File: src/rtl/mux_nx1_rr.sv
// rtl/mux_nx1_rr.sv - N-to-1 round-robin mux with a registered output word.
// Define MUX_NX1_RR_COUNT_EN to build the 16-bit completed-transfer counter.
module mux_nx1_rr #(
   parameter int N = 4,
   parameter int W = 8
) (
   input  logic                 clk,
   input  logic                 rst,
   input  logic                 en,
   input  logic [N-1:0]         in_valid,
   input  logic [N*W-1:0]       in_data,
   output logic [N-1:0]         in_ready,
   output logic                 out_valid,
   output logic [W-1:0]         out_data,
   output logic [$clog2(N)-1:0] out_sel,
   input  logic                 out_ready,
   output logic [15:0]          out_count
);

   localparam int SW = $clog2(N);

   logic [SW-1:0] ptr_q, ptr_d;
   logic          out_valid_q, out_valid_d;
   logic [W-1:0]  out_data_q, out_data_d;
   logic [SW-1:0] out_sel_q, out_sel_d;

   logic [SW-1:0] grant;
   logic          found;
   logic [SW:0]   idx_sum;
   logic          load;
   logic          xfer;
   logic [W-1:0]  grant_data;

   // Search ptr, ptr+1, ... with wrap at N; N need not be a power of two.
   always_comb begin
      grant   = '0;
      found   = 1'b0;
      idx_sum = '0;
      for (int i = 0; i < N; i++) begin
         idx_sum = {1'b0, ptr_q} + (SW+1)'(i);
         if (idx_sum >= (SW+1)'(N))
            idx_sum = idx_sum - (SW+1)'(N);
         if (!found && in_valid[idx_sum[SW-1:0]]) begin
            found = 1'b1;
            grant = idx_sum[SW-1:0];
         end
      end
   end

   always_comb begin
      grant_data = '0;
      for (int k = 0; k < N; k++) begin
         if (grant == SW'(k))
            grant_data = in_data[k*W +: W];
      end
   end

   assign xfer = out_valid_q && out_ready;
   assign load = !rst && en && found && (!out_valid_q || out_ready);

   always_comb begin
      in_ready = '0;
      for (int k = 0; k < N; k++)
         in_ready[k] = load && (grant == SW'(k));
   end

   always_comb begin
      ptr_d       = ptr_q;
      out_valid_d = out_valid_q;
      out_data_d  = out_data_q;
      out_sel_d   = out_sel_q;
      if (load) begin
         out_valid_d = 1'b1;
         out_data_d  = grant_data;
         out_sel_d   = grant;
         ptr_d       = (grant == SW'(N-1)) ? '0 : grant + SW'(1);
      end else if (xfer) begin
         out_valid_d = 1'b0;
      end
   end

   always_ff @(posedge clk or posedge rst) begin
      if (rst) begin
         ptr_q       <= '0;
         out_valid_q <= 1'b0;
         out_data_q  <= '0;
         out_sel_q   <= '0;
      end else begin
         ptr_q       <= ptr_d;
         out_valid_q <= out_valid_d;
         out_data_q  <= out_data_d;
         out_sel_q   <= out_sel_d;
      end
   end

   assign out_valid = out_valid_q;
   assign out_data  = out_data_q;
   assign out_sel   = out_sel_q;

`ifdef MUX_NX1_RR_COUNT_EN
   logic [15:0] count_q, count_d;

   always_comb begin
      count_d = count_q;
      if (xfer)
         count_d = count_q + 16'd1;
   end

   always_ff @(posedge clk or posedge rst) begin
      if (rst)
         count_q <= '0;
      else
         count_q <= count_d;
   end

   assign out_count = count_q;
`else
   assign out_count = 16'd0;
`endif

endmodule

File: config.mk
export PLATFORM = sky130hd
export DESIGN_NAME = mux_nx1_rr
export DESIGN_NICKNAME = d
export VERILOG_FILES = /design/src/rtl/mux_nx1_rr.sv
export SDC_FILE = /design/constraint.sdc
export NUM_CORES = 1
export LEC_CHECK = 0
export CORE_UTILIZATION = 33
export CTS_CLUSTER_DIAMETER = 40
export DETAILED_ROUTE_END_ITERATION = 10
export PLACE_DENSITY = 0.82
export SETUP_SLACK_MARGIN = 0.3
export SLEW_MARGIN = 20
export SYNTH_ARGS = -nofsm -noshare
export SYNTH_HDL_FRONTEND = slang
export SYNTH_SLANG_ARGS = --single-unit
File: constraint.sdc
create_clock -name clk -period 3.8 [get_ports clk]
set_clock_uncertainty 0.15 [all_clocks]
set_input_delay 1.14 -clock clk [delete_from_list [all_inputs] [get_ports clk]]
set_output_delay 1.14 -clock clk [all_outputs]
set_load 0.02 [all_outputs]
==> impl_metrics.yaml <==
clock_tree:
  clk_path_buf_depth: 2
  clockRootBuffer: "clkbuf_4"
  cts_tree: "done"
  clk_latency_ns: 0.30
  cts-htree-levels: 1
  cts.reportedPaths.clkPinSlew_ns: 0.09
  cts_sinks: 13
  numCtsBuffers: 3
synth:
  synth_area_mm2: 0.00115
  synth_top_cells_by_count: "a31oi_1 (16), buf_4 (16), dfrtp_1 (13)"
  yosys.area.top_type_share_pct: 28.3
  synth_flop_cell: "dfrtp_1"
  synthDistinctLibCells: 32
  yosysWarnings: 0
  synth_area_leaders: "dfrtp_1 (28%), buf_4 (10%), a31oi_1 (8.7%)"
  syn_area_per_cell_um2: 8.38
  ys_async_sr_fraction_pct: 100
  synth-seq-cells: 13
  post_synth_inst_count: 137
  synth_top_area_cell: "dfrtp_1"
  synth_seq_area_share_pct: 28.3
  synth_edf_count: 0
worst_setup_path:
  reg2reg_from: "ptr_q[1]$_DFFE_PP0P_"
  crit_fanout: 5
  r2r_setup_slack_ns: 0.51
  path_buf_inv: 3
  start_kind: "primary input"
  slowest_delay_ns: 0.45
  critical_path.cell_chain: "buf_12, buf_4, nor4_4, nor4_4, ha_2, and2_2, buf_6"
  end_kind: "output pin"
  cp.required_ns: 2.51
  r2r_end: "ptr_q[0]$_DFFE_PP0P_"
  reg2regPathDepth: 19
  criticalPathCategory: "in -> out"
  arrival_ns: 2.50
  cp_common_cell: "nor4_4"
  critPathTopFamily: "simple AND/OR/NAND/NOR gates"
  slowest_stage: "nor4_4"
min_path:
  worstHoldPathCells: 2
  hold_end: "out_sel[1]$_DFFE_PP0P_"
  min_from: "out_sel[1]$_DFFE_PP0P_"
  hold_path.class: "reg -> reg"
die:
  dieWidth_um: 61.0
  num_rows: 21
  io_pins: 71
  start_util_pct: 34.4
  die_area_mm2: 0.00372
  die_h_um: 61.0
  core_mm2: 0.00334
placed_design:
  dpl-instance-area_mm2: 0.00182
  place.gp.congestion: 0.822
  port_buffers: 54
  hpwl_um: 2570
  placed_cells: 243
  pre_cts_ws_ns: -0.795
route:
  first_iter_violations: 113
  routed_wl_um: 4800
  drtAntennaViolNets: 0
  vias: 1502
  first_pass_iters: 4
  drc: 0
  wl_per_cell_um: 16.8
  via_per_inst: 5.27
global_route:
  track_usage_pct: 25.4
  grt_pass1_wl_um: 6700
  antenna_found_initial: 0
  grt_max_degree: 17
  globalRouteOverflowTotal: 0
  grt_pass1_vias: 1369
timing:
  fmax_ghz: 0.264
  rsz0062_at_grt: "true"
  finalSetupViolCount: 0
  finalHoldViolCount: 0
  hold_ws_ns: 0.377
  fin_ws_ns: 0.00589
  drv_slew: 0
  finalCritPeriodShare_pct: 99.8
  final.setup.tns_ns: 0
  period_needed_ns: 3.79
power:
  p_sw_mw: 0.519
  leakagePower_nw: 1.03
  powerDensity_mw_per_mm2: 534
  p_clk_share_pct: 7.4
  peakVddDrop_v: 0.000221
  p_sw_share_pct: 41.1
  p_int_mw: 0.742
  p_comb_share_pct: 72.7
  totalPowerFinal_mw: 1.26
  seqPwrFrac_pct: 19.8
layout:
  layout-drive-gt1-share_pct: 38.5
  final_area_mm2: 0.00236
  area_delta_synth_final_pct: 106
  antenna-diode-count: 0
  fin_nets: 284
  fill_cells: 247
  fin_util_pct: 70.8
  final_cells: 285
outcome:
  status: "finished, final reports clean"
run:
  max-cap-violations: 0
## placed cells by master (no fill, tap or decap), drive strengths merged
master,instances
a21oi,10
a221o,8
a311oi,1
a31oi,16
and2,4
buf,63
clkbuf,4
clkdlybuf4s50,46
conb,16
dfrtp,13
ha,4
inv,11
mux2,1
mux2i,1
nand2,10
nand2b,4
nand3,1
nand3b,8
nor2,3
nor2b,3
nor3,1
nor4,2
o2111ai,1
o31ai,2
o32a,1
o32ai,1
or2,1
or2b,1
or4,2
## logic make-up after synthesis
family | count (synthesis) | synth area share [%]
multiplexers | 2 | 1.85
flip-flops | 13 | 28.3
AO/OA/AOI/OAI | 40 | 25.1
adder cells (fa/ha/maj) | 4 | 4.36
buffers and inverters | 37 | 18.4
other | 1 | 0.326
AND/OR/NAND/NOR | 40 | 21.7
## registers in the layout, indices dropped and copies added, names as in the netlist
| name | flops |
|---|---|
| out_data | 8 |
| ptr_q | 2 |
| out_valid | 1 |
| out_sel | 2 |
## worst reg2reg max path: cells and delay by family (launching register included)
kind                   cells  cell delay (ns)
multiplexers               1             0.27
AND/OR/NAND/NOR            1             0.09
flip-flops                 1             0.57
buffers and inverters     16             1.75
AO/OA/AOI/OAI              1             0.34
## worst max path at each step
stage	start	to	slack, ns	depth (start not counted)
floorplan	in_valid[3]	in_ready[2]	0.14	7
global placement	in_valid[2]	in_ready[0]	-0.78	7
detailed placement	in_valid[2]	in_ready[0]	-0.80	7
CTS	in_valid[2]	in_ready[2]	0.10	7
global route	in_valid[0]	in_ready[3]	-0.04	7
finish	in_valid[0]	in_ready[3]	0.006	7
## power by group through the flow
stage	registers, mW	clock network [mW]	logic, mW
2_1_floorplan	0.287	0	0.345
3_3_place_gp	0.237	0	0.593
3_5_place_dp	0.240	0	0.607
4_1_cts	0.238	0.0846	0.783
5_1_grt	0.255	0.0975	0.972
6_report	0.250	0.0935	0.917
## layer usage
metal | global-route usage (%) | part of all wire, %
met5 | 0 | 0
met4 | 12.3 | 5.0
met3 | 7.04 | 6.6
met2 | 42.5 | 49
met1 | 29.9 | 39
## what timing repair did
action                                 CTS  global route
endpoints found under the hold margin    0             0
pin swaps                               10             3
setup endpoints to repair                4             6
setup buffers                           36             2
hold buffers                             0             0
resized for setup                       59            34
gates cloned                             0             0
## cell type report
class | instances | area, um2 | share of cell area [%]
timing repair buffer | 109 | 1080 | 45.7
multi-input combinational | 102 | 832 | 35.2
sequential | 13 | 325 | 13.8
tap | 46 | 57.6 | 2.44
inverter | 11 | 41.3 | 1.75
clock buffer | 4 | 26.3 | 1.11
No activity file was read; power rests on OpenSTA's default activity.
